## src/rtl/multicycle_controller.sv

```systemverilog
// Main control FSM of the RISC-V multicycle processor: sequences each instruction
// through fetch/decode/execute/memory/writeback and decodes ALU and immediate selects.
module multicycle_controller (
  input  logic       clk,
  input  logic       rst_n,
  input  logic [6:0] op,
  input  logic [2:0] funct3,
  input  logic       funct7b5,
  input  logic       zero,
  output logic       pc_write,
  output logic       adr_src,
  output logic       mem_write,
  output logic       ir_write,
  output logic       reg_write,
  output logic [1:0] result_src,
  output logic [1:0] alu_src_a,
  output logic [2:0] alu_src_b,
  output logic [2:0] alu_control,
  output logic [1:0] imm_src
);

  localparam logic [6:0] OP_LW   = 7'b0000011;
  localparam logic [6:0] OP_SW   = 7'b0100011;
  localparam logic [6:0] OP_R    = 7'b0110011;
  localparam logic [6:0] OP_IALU = 7'b0010011;
  localparam logic [6:0] OP_JAL  = 7'b1101111;
  localparam logic [6:0] OP_BEQ  = 7'b1100011;

  localparam logic [2:0] SRCB_REG  = 3'b000;
  localparam logic [2:0] SRCB_IMM  = 3'b010;
  localparam logic [2:0] SRCB_FOUR = 3'b100;

  localparam logic [2:0] ALU_ADD = 3'b000;
  localparam logic [2:0] ALU_SUB = 3'b001;
  localparam logic [2:0] ALU_AND = 3'b010;
  localparam logic [2:0] ALU_OR  = 3'b011;
  localparam logic [2:0] ALU_SLT = 3'b101;

  typedef enum logic [3:0] {
    S_FETCH,
    S_DECODE,
    S_MEMADR,
    S_MEMREAD,
    S_MEMWB,
    S_MEMWRITE,
    S_EXECUTER,
    S_EXECUTEI,
    S_ALUWB,
    S_JAL,
    S_BEQ
  } state_t;

  state_t state_reg;
  state_t state_next;

  // Raw Moore outputs before the reset gate on the write enables.
  logic       pc_update;
  logic       branch;
  logic       mem_write_raw;
  logic       ir_write_raw;
  logic       reg_write_raw;
  logic [1:0] aluop;

  always_ff @(posedge clk or negedge rst_n) begin
    if (!rst_n) begin
      state_reg <= S_FETCH;
    end else begin
      state_reg <= state_next;
    end
  end

  always_comb begin
    state_next = S_FETCH;
    case (state_reg)
      S_FETCH: state_next = S_DECODE;
      S_DECODE: begin
        case (op)
          OP_LW, OP_SW: state_next = S_MEMADR;
          OP_R:         state_next = S_EXECUTER;
          OP_IALU:      state_next = S_EXECUTEI;
          OP_JAL:       state_next = S_JAL;
          OP_BEQ:       state_next = S_BEQ;
          default:      state_next = S_FETCH;
        endcase
      end
      S_MEMADR:   state_next = (op == OP_LW) ? S_MEMREAD : S_MEMWRITE;
      S_MEMREAD:  state_next = S_MEMWB;
      S_EXECUTER: state_next = S_ALUWB;
      S_EXECUTEI: state_next = S_ALUWB;
      S_JAL:      state_next = S_ALUWB;
      S_MEMWB:    state_next = S_FETCH;
      S_MEMWRITE: state_next = S_FETCH;
      S_ALUWB:    state_next = S_FETCH;
      S_BEQ:      state_next = S_FETCH;
      default:    state_next = S_FETCH;
    endcase
  end

  always_comb begin
    pc_update     = 1'b0;
    branch        = 1'b0;
    adr_src       = 1'b0;
    mem_write_raw = 1'b0;
    ir_write_raw  = 1'b0;
    reg_write_raw = 1'b0;
    result_src    = 2'b00;
    alu_src_a     = 2'b00;
    alu_src_b     = SRCB_REG;
    aluop         = 2'b00;
    case (state_reg)
      S_FETCH: begin
        ir_write_raw = 1'b1;
        alu_src_b    = SRCB_FOUR;
        result_src   = 2'b10;
        pc_update    = 1'b1;
      end
      S_DECODE: begin
        alu_src_a = 2'b01;
        alu_src_b = SRCB_IMM;
      end
      S_MEMADR: begin
        alu_src_a = 2'b10;
        alu_src_b = SRCB_IMM;
      end
      S_MEMREAD: adr_src = 1'b1;
      S_MEMWB: begin
        result_src    = 2'b01;
        reg_write_raw = 1'b1;
      end
      S_MEMWRITE: begin
        adr_src       = 1'b1;
        mem_write_raw = 1'b1;
      end
      S_EXECUTER: begin
        alu_src_a = 2'b10;
        alu_src_b = SRCB_REG;
        aluop     = 2'b10;
      end
      S_EXECUTEI: begin
        alu_src_a = 2'b10;
        alu_src_b = SRCB_IMM;
        aluop     = 2'b10;
      end
      S_ALUWB: reg_write_raw = 1'b1;
      S_JAL: begin
        alu_src_a = 2'b01;
        alu_src_b = SRCB_FOUR;
        pc_update = 1'b1;
      end
      S_BEQ: begin
        alu_src_a = 2'b10;
        alu_src_b = SRCB_REG;
        aluop     = 2'b01;
        branch    = 1'b1;
      end
      default: begin
        ir_write_raw = 1'b0;
      end
    endcase
  end

  // While reset is held the state sits in FETCH; gate its enables so nothing commits.
  assign pc_write  = rst_n & (pc_update | (branch & zero));
  assign ir_write  = rst_n & ir_write_raw;
  assign reg_write = rst_n & reg_write_raw;
  assign mem_write = rst_n & mem_write_raw;

  always_comb begin
    alu_control = ALU_ADD;
    case (aluop)
      2'b00: alu_control = ALU_ADD;
      2'b01: alu_control = ALU_SUB;
      2'b10: begin
        case (funct3)
          3'b000:  alu_control = (funct7b5 & op[5]) ? ALU_SUB : ALU_ADD;
          3'b010:  alu_control = ALU_SLT;
          3'b110:  alu_control = ALU_OR;
          3'b111:  alu_control = ALU_AND;
          default: alu_control = ALU_ADD;
        endcase
      end
      default: alu_control = ALU_ADD;
    endcase
  end

  always_comb begin
    imm_src = 2'b00;
    case (op)
      OP_SW:   imm_src = 2'b01;
      OP_BEQ:  imm_src = 2'b10;
      OP_JAL:  imm_src = 2'b11;
      default: imm_src = 2'b00;
    endcase
  end

endmodule

```

## config.mk

```make
export PLATFORM = sky130hd
export DESIGN_NAME = multicycle_controller
export DESIGN_NICKNAME = d
export VERILOG_FILES = /design/src/rtl/multicycle_controller.sv
export SDC_FILE = /design/constraint.sdc
export NUM_CORES = 1
export LEC_CHECK = 0
export CAP_MARGIN = 20
export CELL_PAD_IN_SITES_DETAIL_PLACEMENT = 0
export CELL_PAD_IN_SITES_GLOBAL_PLACEMENT = 1
export CORE_ASPECT_RATIO = 0.7
export CORE_UTILIZATION = 26
export CTS_CLUSTER_SIZE = 25
export DETAILED_ROUTE_END_ITERATION = 10
export HOLD_SLACK_MARGIN = 0.15
export PLACE_DENSITY_LB_ADDON = 0.1
export SKIP_LAST_GASP = 1
export SLEW_MARGIN = 5
export SYNTH_ARGS = -nofsm -noshare
export SYNTH_HDL_FRONTEND = slang
export SYNTH_SLANG_ARGS = --single-unit
```

## constraint.sdc

```tcl
create_clock -name clk -period 3.3 [get_ports clk]
set_input_delay 0.825 -clock clk [delete_from_list [all_inputs] [get_ports clk]]
set_output_delay 0.825 -clock clk [all_outputs]
set_load 0.05 [all_outputs]
```

### Word-level counts from Yosys, hierarchy flattened

Cells that the tools add are included.

| storage, ports and cells | value |
|---|---|
| flip-flop bits (word level) | 4 |
| input port bits | 14 |
| output and inout bits | 17 |
| word-level logic and storage cells | 57 |

| cells by class | value |
|---|---|
| equality and inequality tests | 21 |
| mux-type cells | 17 |
| bitwise logic cells | 7 |
| reduce and logical (&&, ||, !) cells | 11 |

Operators by type and width:

| cell | count |
|---|---|
| case mux 4 bit (5 select lines) | 2 |
| == test 4 x 3 -> 1 bit (second input constant) | 4 |
| == test 7 x 6 -> 1 bit (second input constant) | 2 |
| == test 7 bit (second input constant) | 2 |
| == test 4 bit (second input constant) | 3 |
| case mux 2 bit (2 select lines) | 3 |
| case mux 3 bit (2 select lines) | 2 |
| case mux 3 bit (4 select lines) | 1 |
| OR reduction 2 bit | 6 |
| == test 4 x 2 -> 1 bit (second input constant) | 2 |
| == test 7 x 2 -> 1 bit (second input constant) | 1 |
| == test 7 x 5 -> 1 bit (second input constant) | 1 |
| 2-to-1 mux 1 bit | 7 |
| AND 1 bit | 6 |
| == test 3 bit (second input constant) | 2 |
| case mux 2 bit (3 select lines) | 1 |
| OR reduction 3 bit | 2 |
| == test 4 x 1 -> 1 bit (second input constant) | 1 |
| zero test 4 bit | 1 |
| OR reduction 4 bit | 1 |
| == test 3 x 2 -> 1 bit (second input constant) | 1 |
| zero test 3 bit | 1 |
| 2-to-1 mux 3 bit | 1 |
| == test 2 x 1 -> 1 bit (second input constant) | 1 |
| 2 further kinds | 2 |

### Logic depth before layout (Yosys ltp)

Gate-level depths: netlist of run 1.

| depth | value |
|---|---|
| depth in word-level cells | 5 |
| mapped depth | 9 |
| depth with buffers taken out | 8 |

### Worst setup path before layout of run 1

OpenSTA, ideal clock, no wires.

| timing path | value |
|---|---|
| path kind | flip-flop to output port |
| start point | register state_reg[2] |
| end point | output alu_control[2] |
| arrival time | 2.628 ns |
| slack | -0.153 ns |
| cell stages (with the launch flop) | 6 |
| path buffers | 1 |
| cells stage by stage | dfrtp_1 -> buf_6 -> or2b_1 -> nor2_1 -> ha_1 -> nor4_1 |

| between the ends | value |
|---|---|
| cells in the longest elaborated chain, start to end | 5 |
| elaborated cells between the ends (all ways) | 8 |
| classes of those cells | eq/ne: 5; mux: 2; reduce/logical: 1 |

Ends and longest elaborated chain:

| item | line | RTL |
|---|---|---|
| from (decl) | 53 | `state_t state_reg;` |
| from (signal assigned) | 68 | `state_reg <= state_next;` |
| == test 4 x 3 -> 1 bit | 110 | `case (state_reg)` |
| OR reduction 2 bit (no line) | - |  |
| case mux 2 bit (2 select lines) (*) | 110 |  |
| == test 2 bit / == test 2 x 1 -> 1 bit (equally long branches) | 170 | `case (aluop)` |
| case mux 3 bit (2 select lines) (*) | 170 |  |
| to (decl) | 18 | `output logic [2:0] alu_control,` |

Mark *: on every way between the ends. The rest lies on a longest branch, timed or not.

### Final worst setup path of run 1

| timing path | value |
|---|---|
| start point | input op[5] |
| end point | output imm_src[0] |

| between the ends | value |
|---|---|
| cells in the longest elaborated chain, start to end | 2 |
| elaborated cells between the ends (all ways) | 4 |
| classes of those cells | eq/ne: 3; mux: 1 |

Ends and longest elaborated chain:

| item | line | RTL |
|---|---|---|
| from (decl) | 6 | `input logic [6:0] op,` |
| == test 7 bit / == test 7 x 6 -> 1 bit (equally long branches) | 188 | `case (op)` |
| case mux 2 bit (3 select lines) (*) | 188 |  |
| to (decl) | 19 | `output logic [1:0] imm_src` |

Marked as above.

==> results.yml, run 1 <==
drt:
  finalWirelength_mm: 1.394
  drc: 0
  ant_nets: 0
  via_per_inst: 4.790
  dr.pass1.iters: 4
  drt-initial-drc-count: 19
  avgRoutedWirePerCell_um: 11.24
  via_count: 594
placed_design:
  io_buffers: 29
  gp_congestion: 0.7993
  hpwl_mm: 1.100
  place_ws_ns: 0.2893
grt:
  antenna_found_initial: 0
  grt_usage: 0.1387
  grt_pass1_wl_mm: 2.263
  grt_max_degree: 12
  grt.overflow.total: 0
  grt_pass1_vias: 498
clock_network:
  cts_tree: "yes"
  clk_pin_slew_worst_paths_ns: 0.04
  insertion_delay_ns: 0.24
  cts_setup_buffers: 0
  clockBufferDepth: 2
  cts_buffers: 3
  cts-resized-gates: 0
  clock-root-buffer: "clkbuf_4"
  cts.sinks: 4
  hold_buffers: 0
  ctsHtreeMaxLevel: 1
synthesis:
  synthTopCellsByCount: "nor2_1 (11), nor3_1 (9), a21oi_1 (6), nand2_1 (6), inv_1 (5)"
  netlist.area_leader.share: 0.1923
  synth_edf_count: 0
  yosys.area.top_type: "dfrtp_1"
  synth_area_um2: 520.5
  syn_nets: 91
  yosysUniqueCellTypes: 26
  synth-seq-area-share: 0.1923
  synth.area.top_cells: "dfrtp_1 (19%), nor3_1 (8.7%), nor2_1 (7.9%)"
  async_flop_share: 1.000
  syn_inst: 75
  avgSynthCellArea_um2: 6.940
  yosysWarnings: 0
  synth-main-ff-cell: "dfrtp_1"
  ys_ff_latch: 4
  yosysMostFrequentCell: "nor2_1"
cells_and_area:
  largest_reg_flops: 4
  antennaDiodeCount: 0
  drive_above_1_share: 0.1765
  syn_to_final_growth_pct: 75.24
  nNetsFinal: 120
power_and_ir_drop:
  power.total_uw: 472.4
  power_density_nw_per_um2: 517.9
  ir_drop_v: 0.0003403
  p_leak_uw: 0.0003544
timing:
  final-max-slew-violation-count: 0
  grt_setup_unrepaired: "false"
  fin_crit_sh: 0.9097
  finalSetupTns_ns: 0
  fmax_mhz: 333.1
  hold_violations: 0
  finClkSkew_ns: 0.007434
  period_minus_slack_ns: 3.002
  finalSetupViolCount: 0
  layout_setup_ws_ns: 0.2981
floorplanning:
  die_w_um: 55.48
  floorplan.io_pins: 31
  core.rowCount: 13
  initial_core_util: 0.2783
  core-area_um2: 1871
  dieArea_um2: 2188
  die-height_um: 39.44
worst_setup_path:
  crit_arrival_ns: 2.18
  critPathLaunchType: "input pin"
  r2r_cells: 2
  cp-end-kind: "primary output"
  worst_ep_required_time_ns: 2.47
  crit_fanout: 6
  worstSetupPathType: "input pin to primary output"
worst_hold_path:
  min_path_type: "flop to flop"
  hold_path_depth: 3
flow_run:
  max_cap_violations: 0
status:
  status: "completed"
[per-layer routing]
| layer | GRT usage | part of all wire |
|---|---|---|
| met3 | 0.07261 | 0.074 |
| met5 | 0 | 0 |
| met1 | 0.1776 | 0.52 |
| met2 | 0.2108 | 0.40 |
| met4 | 0.01875 | 0 |
[kinds of logic after synthesis]
family	after synthesis	share of synthesized area
XOR/XNOR	4	0.06732
buffers and inverters	11	0.1226
adder cells (fa/ha/maj)	2	0.04807
flip-flops	4	0.1923
other	1	0.007205
AO/OA/AOI/OAI	11	0.1322
AND/OR/NAND/NOR	42	0.4303
[critical path, cell delays in order]
cell and delay (ns):
clkdlybuf4s50_1 0.58, nand2b_1 0.14, nor3_1 0.30, a31o_2 0.19
buf_12 0.14
[per-stage QoR]
step	utilization	cell area [um^2]	hold slack [ns]	instances
after floorplan	-	531.8	0.5294	75
after global placement	0.4756	889.6	0.7026	121
after detailed placement	0.4756	889.6	0.6894	121
after CTS	0.4876	912.1	0.7095	124
after global routing	0.4876	912.1	0.7639	124
final	0.4876	912.1	0.7194	124
[worst paths after layout]
path | startpoint | end | slack, ns
worst max-delay path | op[5] | imm_src[0] | 0.30
worst min-delay path | state_reg[1] | state_reg[0] | 0.72
worst max register to register | state_reg[2] | state_reg[2] | 1.96
worst min register to register | state_reg[1] | state_reg[0] | 0.72
max in group asynchronous | rst_n | state_reg[2] | 2.29
min in group asynchronous | rst_n | state_reg[3] | 0.81
[placed cells by master (no fill, tap or decap)]
cell             netlist  final
clkdlybuf4s50_1        0     20
xor2_1                 2      2
o21ai_0                3      3
nand4bb_1              1      1
and3_1                 1      1
buf_12                 0      8
nor3_2                 0      1
nor2_1                11     11
ha_1                   2      2
or2b_1                 1      1
nand2_1                6      6
dfrtp_1                4      4
inv_1                  5      5
nor4_2                 0      1
a2111oi_2              1      1
nand3b_1               1      1
or2_0                  1      1
buf_4                  1      2
nor3b_1                1      1
xnor2_1                2      2
a21oi_1                6      6
nand3_1                2      2
nor4_1                 3      2
nor4b_2                1      1
a31o_2                 1      1
nand2b_1               4      4
clkbuf_4               0      3
nor3_1                 9      8
conb_1                 1      1
[power breakdown]
| group | switching (uW) | internal, uW |
|---|---|---|
| registers | 23.2 | 56.7 |
| logic | 203 | 125 |
| clock network | 23.2 | 40.9 |
| total | 250 | 223 |
[area by class of cell]
type                       instances  area [um^2]
fill                             190        958.4
timing repair buffer              30        375.4
multi-input combinational         60        367.9
sequential                         4        100.1
tap                               22        27.53
clock buffer                       3        22.52
inverter                           5        18.77
Note: power is estimated with default switching activity, not from simulation.
==> run 2: changes to the inputs <==
PLACE_DENSITY = 0.82   (was default)
PLACE_DENSITY_LB_ADDON = default   (was 0.1)
==> results.yml, run 2 (synthesis gave the netlist of run 1 again) <==
worst_hold_path:
  holdPathEnd: "state_reg[3]"
  min_path_type: "flop to flop"
  hold_path_depth: 2
  hold_start: "state_reg[3]"
floorplanning:
  core-area_um2: 1871
  initial_core_util: 0.2783
  dieArea_um2: 2188
  floorplan.io_pins: 31
  die-height_um: 39.44
  core.rowCount: 13
  die_w_um: 55.48
drt:
  finalWirelength_mm: 1.424
  dr.pass1.iters: 4
  via_count: 600
  via_per_inst: 4.878
  drt-initial-drc-count: 10
  drc: 0
  ant_nets: 0
  avgRoutedWirePerCell_um: 11.58
cells_and_area:
  syn_to_final_growth_pct: 73.80
  final_common_cell: "clkdlybuf4s50_1"
  nNetsFinal: 119
  largest_reg_flops: 4
  drive_above_1_share: 0.1683
  mostFrequentLayoutCells: "clkdlybuf4s50_1 (20), nor2_1 (11), nor3_1 (8), buf_12 (8)"
  antennaDiodeCount: 0
worst_setup_path:
  crit_arrival_ns: 2.17
  crit_fanout: 6
  crit_buf_inv: 2
  crit_path_start: "op[5]"
  cp-end-kind: "primary output"
  worst_ep_required_time_ns: 2.47
  r2r_start: "state_reg[2]"
  critical-path-top-delay-family: "buffers and inverters"
  path_cells: "clkdlybuf4s50_1 > nand2b_1 > nor4b_2 > buf_12"
  worstSetupPathType: "input pin to primary output"
  r2r_cells: 2
  cp_slowest_cell: "clkdlybuf4s50_1"
  r2r-end: "state_reg[2]"
  ff2ff_setup_slack_ns: 1.96
  critPathLaunchType: "input pin"
  critPathMaxStageDelay_ns: 0.58
timing:
  finalSetupViolCount: 0
  period_minus_slack_ns: 2.998
  fin_crit_sh: 0.9086
  finClkSkew_ns: 0.002801
  hold_violations: 0
  finalSetupTns_ns: 0
  grt_setup_unrepaired: "false"
  fmax_mhz: 333.5
  final-max-slew-violation-count: 0
clock_network:
  cts.sinks: 4
  cts-resized-gates: 0
  hold_buffers: 0
  cts_tree: "yes"
  cts_setup_buffers: 0
  cts_buffers: 3
  insertion_delay_ns: 0.24
  clockBufferDepth: 2
  clock-root-buffer: "clkbuf_4"
  clk_pin_slew_worst_paths_ns: 0.04
  ctsHtreeMaxLevel: 1
grt:
  grt_pass1_vias: 524
  grt_max_degree: 13
  grt_usage: 0.1424
  antenna_found_initial: 0
  grt.overflow.total: 0
  grt_pass1_wl_mm: 2.346
power_and_ir_drop:
  power.total_uw: 473.1
  power_density_nw_per_um2: 523.0
  p_leak_uw: 0.0003489
  ir_drop_v: 0.0003893
placed_design:
  hpwl_mm: 1.127
  io_buffers: 29
  gp_congestion: 0.7286
flow_run:
  max_cap_violations: 0
status:
  status: "completed"
## run 2: worst max-delay path by stage
| stage | end | depth (start not counted) |
|---|---|---|
| floorplan | pc_write | 5 |
| global placement | imm_src[0] | 5 |
| detailed placement | imm_src[1] | 4 |
| CTS | alu_src_b[1] | 5 |
| global route | alu_src_b[1] | 5 |
| finish | imm_src[1] | 4 |
## run 2: worst register-to-register path: stages, from the launching register on
cell,delay (ns)
dfrtp_1,0.49
or2_0,0.37
a2111oi_2,0.37
## run 2: final cells by class
type	count	area [um^2]
Sequential cell	4	100.1
Tap cell	22	27.53
Multi-Input combinational cell	60	367.9
Timing Repair Buffer	29	367.9
Inverter	5	18.77
Fill cell	201	965.9
Clock buffer	3	22.52
## run 2: routing by layer
layer	share of wire	global-route usage	routed length (um)	up-vias
li1	-	-	-	306
met1	0.48	0.1737	677	258
met2	0.40	0.2169	576	32
met3	0.086	0.04950	123	4
met4	0.032	0.09375	46	0
met5	0	0	0	-
## run 2: where the power goes
group	switching (uW)	internal, uW	leakage (uW)	total (uW)
sequential	25.7	56.6	0.0000533	82.3
combinational	204	125	0.000282	329
clock	21.3	40.8	0.0000138	62.1
total	251	222	0.000349	473
## run 2: per-stage QoR
step / setup slack, ns / instance area, um^2 / hold slack (ns) / utilization / instances
after floorplan: 0.3868 / 531.8 / 0.5294 / - / 75
after global placement: 0.3215 / 882.1 / 0.7385 / 0.4716 / 120
after detailed placement: 0.3195 / 882.1 / 0.7252 / 0.4716 / 120
after CTS: 0.2884 / 904.6 / 0.7348 / 0.4836 / 123
after global routing: 0.1570 / 904.6 / 0.7943 / 0.4836 / 123
final: 0.3015 / 904.6 / 0.7488 / 0.4836 / 123
